**src/rtl/cpu_step_ctrl_pkg.sv**
```systemverilog
// cpu_step_pkg: shared constants and types for the CPU clock-enable controller.
//   state_e    - controller state encoding, also driven onto the 2-bit state output
//   DIV_W      - width of the free-running divider
//   CNT_W      - width of the issued-enable counter
//   tick_mask  - low-bit mask selecting the divider bits that must all be ones for a tick
package cpu_step_pkg;

  localparam int DIV_W = 32;
  localparam int CNT_W = 32;

  typedef enum logic [1:0] {
    ST_HALT      = 2'd0,
    ST_RUN       = 2'd1,
    ST_STEP      = 2'd2,
    ST_STEP_WAIT = 2'd3
  } state_e;

  function automatic logic [DIV_W-1:0] tick_mask(input logic [4:0] log2);
    tick_mask = (DIV_W'(1) << log2) - DIV_W'(1);
  endfunction

endpackage

```
**src/rtl/cpu_step_ctrl_if.sv**
```systemverilog
// cpu_step_ctrl_if: control and status bundle between the lab SoC and cpu_step_ctrl.
//   mode_run  - run switch (asynchronous)
//   sel_slow  - rate switch (asynchronous), 1 = slow rate
//   step_btn  - raw single-step push-button
//   halt_req  - synchronous halt pulse from the CPU
//   cpu_en    - one-cycle CPU enable
//   state     - current controller state
//   en_count  - number of enables issued, wraps
// master drives the requests and observes status; slave is the controller side.
interface cpu_step_ctrl_if;
  import cpu_step_pkg::*;

  logic             mode_run;
  logic             sel_slow;
  logic             step_btn;
  logic             halt_req;
  logic             cpu_en;
  logic [1:0]       state;
  logic [CNT_W-1:0] en_count;

  modport master (
    output mode_run, sel_slow, step_btn, halt_req,
    input  cpu_en, state, en_count
  );

  modport slave (
    input  mode_run, sel_slow, step_btn, halt_req,
    output cpu_en, state, en_count
  );

endinterface

```
**src/rtl/cpu_step_ctrl_btn_debounce.sv**
```systemverilog
// btn_debounce: synchronizes a raw push-button, debounces it and produces a
// registered one-cycle pulse on each accepted press.
//   clk, rst  - clock and asynchronous active-high reset
//   i_btn     - raw, bouncing button input
//   o_level   - debounced level
//   o_rise    - one-cycle pulse, the cycle after the debounced level goes 0->1
module btn_debounce #(
  parameter int DEBOUNCE_CYCLES = 1_000_000
) (
  input  logic clk,
  input  logic rst,
  input  logic i_btn,
  output logic o_level,
  output logic o_rise
);

  localparam int CW = (DEBOUNCE_CYCLES > 1) ? $clog2(DEBOUNCE_CYCLES) : 1;
  localparam logic [CW-1:0] LP_LAST = CW'(DEBOUNCE_CYCLES - 1);

  logic          r_sync1;
  logic          r_sync2;
  logic          r_db;
  logic          r_db_d;
  logic          r_rise;
  logic [CW-1:0] r_cnt;

  // The level flips only after DEBOUNCE_CYCLES consecutive disagreeing
  // samples; a single agreeing sample restarts the count.
  always_ff @(posedge clk or posedge rst) begin
    if (rst) begin
      r_sync1 <= 1'b0;
      r_sync2 <= 1'b0;
      r_db    <= 1'b0;
      r_db_d  <= 1'b0;
      r_rise  <= 1'b0;
      r_cnt   <= '0;
    end else begin
      r_sync1 <= i_btn;
      r_sync2 <= r_sync1;
      if (r_sync2 == r_db) begin
        r_cnt <= '0;
      end else if (r_cnt == LP_LAST) begin
        r_db  <= ~r_db;
        r_cnt <= '0;
      end else begin
        r_cnt <= r_cnt + CW'(1);
      end
      r_db_d <= r_db;
      r_rise <= r_db & ~r_db_d;
    end
  end

  assign o_level = r_db;
  assign o_rise  = r_rise;

endmodule

```
**src/rtl/cpu_step_ctrl.sv**
```systemverilog
// cpu_step_ctrl: single-clock-domain CPU enable generator. Runs the CPU at a
// fast or slow divided rate, halts on request, and single-steps from a
// debounced push-button.
//   clk, rst  - system clock and asynchronous active-high reset
//   bus       - cpu_step_ctrl_if slave: switches, button, halt request in;
//               cpu_en, state, en_count out
//
// state        | meaning
// -------------+-----------------------------------------------------------
// ST_HALT      | CPU stopped; waits for a run-switch rising edge or a step
// ST_RUN       | free-run; cpu_en follows divider ticks
// ST_STEP      | the single cpu_en cycle of a step
// ST_STEP_WAIT | step issued; waits for the button to be released
module cpu_step_ctrl
  import cpu_step_pkg::*;
#(
  parameter int DIV_FAST_LOG2   = 2,
  parameter int DIV_SLOW_LOG2   = 24,
  parameter int DEBOUNCE_CYCLES = 1_000_000
) (
  input  logic              clk,
  input  logic              rst,
  cpu_step_ctrl_if.slave    bus
);

  logic             r_run_s1;
  logic             r_run_s2;
  logic             r_run_prev;
  logic [1:0]       r_sync_fill;
  logic             r_sel_s1;
  logic             r_sel_s2;
  logic [DIV_W-1:0] r_div;
  state_e           r_state;
  logic             r_cpu_en;
  logic [CNT_W-1:0] r_en_count;

  state_e           w_state_nxt;
  logic             w_en_nxt;
  logic             w_tick;
  logic             w_run_rise;
  logic             w_db;
  logic             w_step_rise;
  logic [4:0]       w_log2;
  logic [DIV_W-1:0] w_mask;

  btn_debounce #(
    .DEBOUNCE_CYCLES(DEBOUNCE_CYCLES)
  ) u_step_db (
    .clk     (clk),
    .rst     (rst),
    .i_btn   (bus.step_btn),
    .o_level (w_db),
    .o_rise  (w_step_rise)
  );

  // The synchronizer restarts from 0 after reset, so its output is not a real
  // observation of the switch until both stages have been loaded. The previous
  // value is held at 1 until then; a switch left on through reset must not
  // look like a fresh rising edge.
  always_ff @(posedge clk or posedge rst) begin
    if (rst) begin
      r_run_s1    <= 1'b0;
      r_run_s2    <= 1'b0;
      r_run_prev  <= 1'b1;
      r_sync_fill <= 2'b00;
      r_sel_s1    <= 1'b0;
      r_sel_s2    <= 1'b0;
    end else begin
      r_run_s1    <= bus.mode_run;
      r_run_s2    <= r_run_s1;
      r_sync_fill <= {r_sync_fill[0], 1'b1};
      if (r_sync_fill[1]) begin
        r_run_prev <= r_run_s2;
      end
      r_sel_s1    <= bus.sel_slow;
      r_sel_s2    <= r_sel_s1;
    end
  end

  assign w_run_rise = r_run_s2 & ~r_run_prev;

  // The divider is never cleared on a rate change, so the new rate simply
  // takes over at its next naturally aligned tick.
  always_ff @(posedge clk or posedge rst) begin
    if (rst) begin
      r_div <= '0;
    end else begin
      r_div <= r_div + DIV_W'(1);
    end
  end

  assign w_log2 = r_sel_s2 ? 5'(DIV_SLOW_LOG2) : 5'(DIV_FAST_LOG2);
  assign w_mask = tick_mask(w_log2);
  assign w_tick = ((r_div & w_mask) == w_mask);

  always_ff @(posedge clk or posedge rst) begin
    if (rst) begin
      r_state    <= ST_HALT;
      r_cpu_en   <= 1'b0;
      r_en_count <= '0;
    end else begin
      r_state  <= w_state_nxt;
      r_cpu_en <= w_en_nxt;
      if (w_en_nxt) begin
        r_en_count <= r_en_count + CNT_W'(1);
      end
    end
  end

  // Halt conditions are tested before the tick so a coincident halt or
  // run-switch drop suppresses the enable.
  always_comb begin
    w_state_nxt = r_state;
    w_en_nxt    = 1'b0;
    case (r_state)
      ST_HALT: begin
        if (w_run_rise) begin
          w_state_nxt = ST_RUN;
        end else if (w_step_rise) begin
          w_state_nxt = ST_STEP;
          w_en_nxt    = 1'b1;
        end
      end
      ST_RUN: begin
        if (bus.halt_req || !r_run_s2) begin
          w_state_nxt = ST_HALT;
        end else if (w_tick) begin
          w_en_nxt = 1'b1;
        end
      end
      ST_STEP: begin
        w_state_nxt = ST_STEP_WAIT;
      end
      ST_STEP_WAIT: begin
        if (!w_db) begin
          w_state_nxt = ST_HALT;
        end
      end
      default: begin
        w_state_nxt = ST_HALT;
      end
    endcase
  end

  assign bus.cpu_en   = r_cpu_en;
  assign bus.state    = r_state;
  assign bus.en_count = r_en_count;

endmodule

```
**src/flat_wrapper.sv**
```systemverilog
// flat-port wrapper written by rule: the top's interface ports become plain ports
module cpu_step_ctrl_flat import cpu_step_pkg::*;
#(
  parameter int DIV_FAST_LOG2   = 2,
  parameter int DIV_SLOW_LOG2   = 24,
  parameter int DEBOUNCE_CYCLES = 1_000_000
)
  (clk, rst, bus_mode_run, bus_sel_slow, bus_step_btn, bus_halt_req, bus_cpu_en, bus_state, bus_en_count);
  cpu_step_ctrl_if bus_i ();
  input  logic clk;
  input  logic rst;
  input wire logic [$bits(bus_i.mode_run)-1:0] bus_mode_run;
  input wire logic [$bits(bus_i.sel_slow)-1:0] bus_sel_slow;
  input wire logic [$bits(bus_i.step_btn)-1:0] bus_step_btn;
  input wire logic [$bits(bus_i.halt_req)-1:0] bus_halt_req;
  output wire logic [$bits(bus_i.cpu_en)-1:0] bus_cpu_en;
  output wire logic [$bits(bus_i.state)-1:0] bus_state;
  output wire logic [$bits(bus_i.en_count)-1:0] bus_en_count;
  assign bus_i.mode_run = bus_mode_run;
  assign bus_i.sel_slow = bus_sel_slow;
  assign bus_i.step_btn = bus_step_btn;
  assign bus_i.halt_req = bus_halt_req;
  assign bus_cpu_en = bus_i.cpu_en;
  assign bus_state = bus_i.state;
  assign bus_en_count = bus_i.en_count;
  cpu_step_ctrl #(.DIV_FAST_LOG2(DIV_FAST_LOG2), .DIV_SLOW_LOG2(DIV_SLOW_LOG2), .DEBOUNCE_CYCLES(DEBOUNCE_CYCLES)) u_core (.clk(clk), .rst(rst), .bus(bus_i));
endmodule
```
**config.mk**
```make
export PLATFORM = sky130hd
export DESIGN_NAME = cpu_step_ctrl_flat
export DESIGN_NICKNAME = d
export VERILOG_FILES = /design/src/rtl/cpu_step_ctrl_pkg.sv /design/src/rtl/cpu_step_ctrl_if.sv /design/src/rtl/cpu_step_ctrl_btn_debounce.sv /design/src/rtl/cpu_step_ctrl.sv /design/src/flat_wrapper.sv
export SDC_FILE = /design/constraint.sdc
export NUM_CORES = 1
export LEC_CHECK = 0
export BUFFER_PORTS_ARGS = -buffer_cell sky130_fd_sc_hd__buf_2
export CAP_MARGIN = 40
export CORE_MARGIN = 2
export CORE_UTILIZATION = 63
export DETAILED_ROUTE_END_ITERATION = 6
export GPL_ROUTABILITY_DRIVEN = 0
export PLACE_DENSITY = 0.85
export RECOVER_POWER = 25
export SYNTH_ARGS = -nofsm -noshare
export SYNTH_HDL_FRONTEND = slang
export SYNTH_HIERARCHICAL = 1
export SYNTH_SLANG_ARGS = --single-unit
```
**constraint.sdc**
```tcl
create_clock -name clk -period 3.2 [get_ports clk]
set_input_delay 0.32 -clock clk [delete_from_list [all_inputs] [get_ports clk]]
set_output_delay 0.32 -clock clk [all_outputs]
set_load 0.03 [all_outputs]
```
## After elaboration in Yosys (flattened, before gate mapping)

Index checks and enable logic that the tools add are counted.

| cells by class | value |
|---|---|
| $add $sub $neg | 4 |
| equality and inequality tests | 9 |
| shift-type cells | 1 |
| mux-type cells | 13 |
| bitwise gates (word level) | 7 |
| reductions and logical operators | 5 |

Operators by type and width:

| cell | count |
|---|---|
| $add A32 B1 Y32 const B | 2 |
| $mux W20 | 2 |
| $and A32 B32 Y32 | 1 |
| $eq A32 B32 Y1 | 1 |
| $shl A1 B5 Y32 const A | 1 |
| $sub A32 B2 Y32 const B | 1 |
| $add A20 B1 Y20 const B | 1 |
| $eq A20 B20 Y1 const B | 1 |
| $mux W2 | 4 |
| $pmux W2 S4 | 1 |
| $mux W5 | 1 |
| $eq A2 B2 Y1 const B | 2 |
| $mux W1 | 4 |
| $not A1 Y1 | 4 |
| $ne A3 B2 Y1 const B | 1 |
| $reduce_and A3 Y1 | 1 |
| $and A1 B1 Y1 | 2 |
| $eq A2 B1 Y1 const B | 1 |
| $logic_not A2 Y1 | 1 |
| $ne A2 B1 Y1 const B | 1 |
| $ne A2 B2 Y1 const B | 1 |
| $pmux W1 S2 | 1 |
| $reduce_and A2 Y1 | 1 |
| $eq A1 B1 Y1 | 1 |
| 2 further kinds | 2 |

| storage, ports and cells | value |
|---|---|
| register bits after elaboration | 99 |
| bits of input ports | 6 |
| output and inout bits | 35 |
| logic and storage cells | 55 |

## Logic depth before layout (Yosys ltp)

| logic depth | value |
|---|---|
| depth after elaboration | 8 |
| gate-level depth with buffers | 10 |
| mapped depth without buffers | 8 |

## Cells and area by module

The synthesis kept the hierarchy.

By module, submodules not included:

| module | times used | cells each | area each (um^2) | seq. area each (um^2) |
|---|---|---|---|---|
| cpu_step_ctrl | 1 | 244 | 2882.8 | 1652.8 |
| btn_debounce | 1 | 111 | 1206.2 | 625.6 |

## Least setup slack after synthesis

OpenSTA, ideal clock, no wires.

| timing | value |
|---|---|
| path kind | flip-flop to flip-flop |
| from | register u_core.r_en_count[2], in the netlist u_core/bus.en_count[2] |
| to | register u_core.r_en_count[29], in the netlist u_core/bus.en_count[29] |
| library setup time | 0.133 ns |
| data arrival time | 1.752 ns |
| required time | 3.067 ns |
| path slack | 1.315 ns |
| stages on the path, launching flop included | 8 |
| path buffers | 1 |
| period minus slack after synthesis | 1.885 ns |
| cells stage by stage | dfrtp_1 > and4_1 > and3_1 > buf_2 > nand2_1 > nor2_1 > nand4_1 > xnor2_1 |

| between the ends | value |
|---|---|
| word-level cells in the longest chain between the ends | 1 |

Ends and longest elaborated chain:

| what | RTL line | text |
|---|---|---|
| from (decl) | cpu_step_ctrl.sv:35 | `logic [CNT_W-1:0] r_en_count;` |
| from (signal assigned) | cpu_step_ctrl.sv:105 | `r_en_count <= r_en_count + CNT_W'(1);` |
| $add A32 B1 Y32 | cpu_step_ctrl.sv:105 |  |

Every way passes these cells.
A chain may end at the register's enable or synchronous reset.

## Worst setup path after layout

| timing | value |
|---|---|
| from | register u_core.r_div[0] |
| to | register u_core.r_en_count[27], in the netlist u_core/bus.en_count[27] |

| between the ends | value |
|---|---|
| word-level cells in the longest chain between the ends | 5 |

Ends and longest elaborated chain:

| what | RTL line | text |
|---|---|---|
| from (decl) | cpu_step_ctrl.sv:32 | `logic [DIV_W-1:0] r_div;` |
| from (signal assigned) | cpu_step_ctrl.sv:88 | `r_div <= r_div + DIV_W'(1);` |
| $and A32 B32 Y32 | cpu_step_ctrl.sv:94 | `assign w_tick = ((r_div & w_mask) == w_mask);` |
| $eq A32 B32 Y1 | cpu_step_ctrl.sv:94 |  |
| $mux W1 | cpu_step_ctrl.sv:127 | `end else if (w_tick) begin` |
| $mux W1 | cpu_step_ctrl.sv:125 | `if (bus.halt_req \|\| !r_run_s2) begin` |
| $pmux W1 S2 | cpu_step_ctrl.sv:115 | `case (r_state)` |

Every way passes these cells.

==> key figures <==
Setup path
  • Slowest CP cell: dfrtp_1
  • Buffers & Inverters on Critical Path: 1
  • Crit path top cell by count: nand4_1
  • Worst path max stage delay: between 0.3 and 0.4 ns
  • Startpoint types: register
  • Highest fanout seen on the critical path: 27
  • CP Data Required Time: between 3 and 4 ns
  • Crit path cell chain: ha_1, nand4_1, nor4_1, nand4_1, and2_1, clkinv_4, nand4_1, xnor2_1
  • CP delay by family, top: simple AND/OR/NAND/NOR gates
  • Crit end category: register
  • Worst Path Arrival: between 2 and 2.5 ns
  • CP Class: register to register

CTS
  • Clock slew at reported path FFs: roughly 0.09 ns
  • Clk_lat worst skew: between 0.3 and 0.4 ns
  • Post-CTS Setup Repair Bufs: 0
  • PostCTS Resize Cnt: 0
  • H-Tree Depth: 3
  • CTS root buffer: clkbuf_8
  • Clk buf depth: 2
  • Total CTS buffers: 9
  • Clock tree sinks: 91
  • CTS tree: done

Yosys
  • Largest cells by area after synthesis: dfrtp_1, xnor2_1, nand4_1, nand3_1, xor2_1
  • Synth Area per Inst: 11.5 um^2
  • Syn Nets: between 300 and 400
  • Synth Cell Area: 4090 um^2
  • Most common cell in the netlist: dfrtp_1
  • Ys flop type: dfrtp_1
  • Sequential fraction of the synthesis area: a little under three fifths
  • Seq cells post-synth: roughly 90
  • Ys Warns: 6
  • Synth area leader: dfrtp_1
  • Number of synthesized flops with an enable pin: 0
  • Synth unique cells: 42
  • Cells after Synth: 355
  • Post-synth top cells: dfrtp_1, xnor2_1, nor2_1
  • Post-synth top area share: roughly 55%
  • Post-synth ARST share: 100%

Route
  • Initial DRC count: 248
  • DR vias/cell: just under 6
  • First-pass DRT Iterations: 4
  • DRC: 0
  • Antenna-violating nets left: 0
  • WL per Instance: 16.4 um
  • Detailed-route via count: roughly 2800
  • Total Routed Length: ~8 mm

Final layout
  • Diodes inserted: 0
  • Fraction of layout cells with a size suffix above 1: between 10% and 20%
  • Filler cells: 450
  • Synth-to-Final Area Change: 11.2%
  • FF+latch area: approximately 2300 um^2
  • Area occupied by multi-input gates: between 1500 and 2000 um^2
  • Post-route insts no fill: around 490
  • # nets final: ~410

Status
  • Status: finished, final reports clean

STA
  • Fmax: between 400 and 500 MHz
  • Hold WS: around 0.065 ns
  • Clock period minus worst slack: about 2.2 ns
  • Worst setup margin: roughly 0.96 ns
  • Final TNS setup: 0 ns
  • Max_slew headroom: 29.7%
  • Pins over their slew limit: 0
  • Final hold violation count: 0
  • Worst-margin pin slew: between 1 and 1.5 ns
  • RSZ-0062 raised after global routing: no
  • Setup Skew: between 0.01 and 0.015 ns
  • Final setup violation count: 0
  • Final worst path period share: between 70 and 80%

Die
  • Placement Rows: 29
  • Ports: ~40
  • Die ar.: between 7000 and 8000 um^2
  • Initial Util: 64.8%
  • DIE WIDTH: 84.6 um
  • Die Ht: around 85 um
  • Core area: around 6300 um^2

Pwr
  • Cell Pwr Density: about 450 nW/um^2
  • Final Total Pwr: 2.04 mW
  • Max IR drop VDD: 0.000315 V
  • Leakage: about 2.1 nW

Placement
  • Port Buf Inserts: 40
  • Placed Cells: about 470
  • HPWL after detailed placement: 5.60 mm
  • Pre-CTS setup slack: 0.992 ns

Global route
  • Vias in the first global route: about 2800
  • First-pass GRT wire length: approximately 13 mm
  • Overall Global Routing Usage: a little under a quarter
  • Grt ovf: 0
  • Largest net degree at the start of global routing: between 40 and 50
  • Initial antenna violation count: 0

Flow run
  • Max-Cap Viols: 0

Worst hold path
  • Hold/Removal Path Class: input pin to register
-- routing by layer --
layer	up-vias	global-route usage (%)	share of wire [%]
met5	-	0	0
met4	0	9.81	1.6
met3	11	4.92	4.7
met2	75	37.3	49
met1	1416	31.0	44
li1	1344	-	-
-- timing repair --
action,4_1_cts,5_1_grt
hold endpoints to repair,23,0
hold buffers,1,0
setup endpoints to repair,0,0
-- kinds of logic (layout without fill, tap and decap cells) --
family,count (synthesis),after routing,share of synthesized area (%)
flops,91,91,55.7
compound gates,14,14,2.54
simple gates,160,160,23.1
buf+inv,16,69,2.51
xor+xnor,67,67,14.4
mux,3,3,0.796
fa+ha+maj,3,3,0.918
other cells,1,1,0.0917
-- registers in the layout (all words and copies together) (netlist names) --
| name | count |
|---|---|
| u_core/bus.en_count | 32 |
| u_core/r_sync_fill | 2 |
| u_core/u_step_db/r_sync1 | 1 |
| u_core/r_run_prev | 1 |
| u_core/u_step_db/r_db_d | 1 |
| u_core/u_step_db/o_level | 1 |
| u_core/r_run_s2 | 1 |
| u_core/r_sel_s2 | 1 |
| u_core/u_step_db/r_cnt | 20 |
| u_core/u_step_db/o_rise | 1 |
| u_core/u_step_db/r_sync2 | 1 |
| u_core/bus.state | 2 |
| u_core/bus.cpu_en | 1 |
| u_core/r_sel_s1 | 1 |
| u_core/r_run_s1 | 1 |
| u_core/r_div | 24 |
-- layout make-up --
class,instances,share of cell area (%)
multi-input combinational,248,37.6
timing repair buffer,44,5.09
clock buffer,10,2.81
tap,77,2.12
clock inverter,6,1.43
inverter,9,0.853
sequential,91,50.1
-- power by group --
part           internal [mW]  switching [mW]
combinational         0.0279          0.0734
sequential              1.17          0.0193
clock                  0.362           0.389
-- final timing paths --
path	start	end	slack [ns]	cells past startpoint
min in group asynchronous	rst	u_core/u_step_db/r_db_d	0.42	3
max in group asynchronous	rst	u_core/bus.en_count[5]	1.50	4
min reg2reg	u_core/r_run_s1	u_core/r_run_s2	0.35	0
max	u_core/r_div[0]	u_core/bus.en_count[27]	0.96	8
max reg2reg	u_core/r_div[0]	u_core/bus.en_count[27]	0.96	8
min	bus_mode_run	u_core/r_run_s1	0.07	1
-- through the flow --
| stage | cell area, um^2 | util (%) |
|---|---|---|
| after CTS | 4570 | 72.4 |
| final | 4550 | 72.0 |
| after global routing | 4550 | 72.0 |
| after floorplan | 4090 | - |
| after detailed placement | 4370 | 69.2 |
| after global placement | 4330 | 68.6 |
-- cells in the final DEF (no fill, tap or decap), types with 5 or more instances in the layout --
cell type,Yosys,layout
nor4_1,5,5
nand4_2,7,7
and4_1,5,5
and3_1,15,15
nor2_1,28,28
nand3_1,27,27
nand4_1,26,26
nand2_1,25,25
buf_2,3,39
dfrtp_1,90,90
a21oi_1,5,5
clkbuf_8,0,9
xor2_1,15,15
inv_1,8,8
xnor2_1,52,52
No activity file was read; power rests on OpenSTA's default activity.
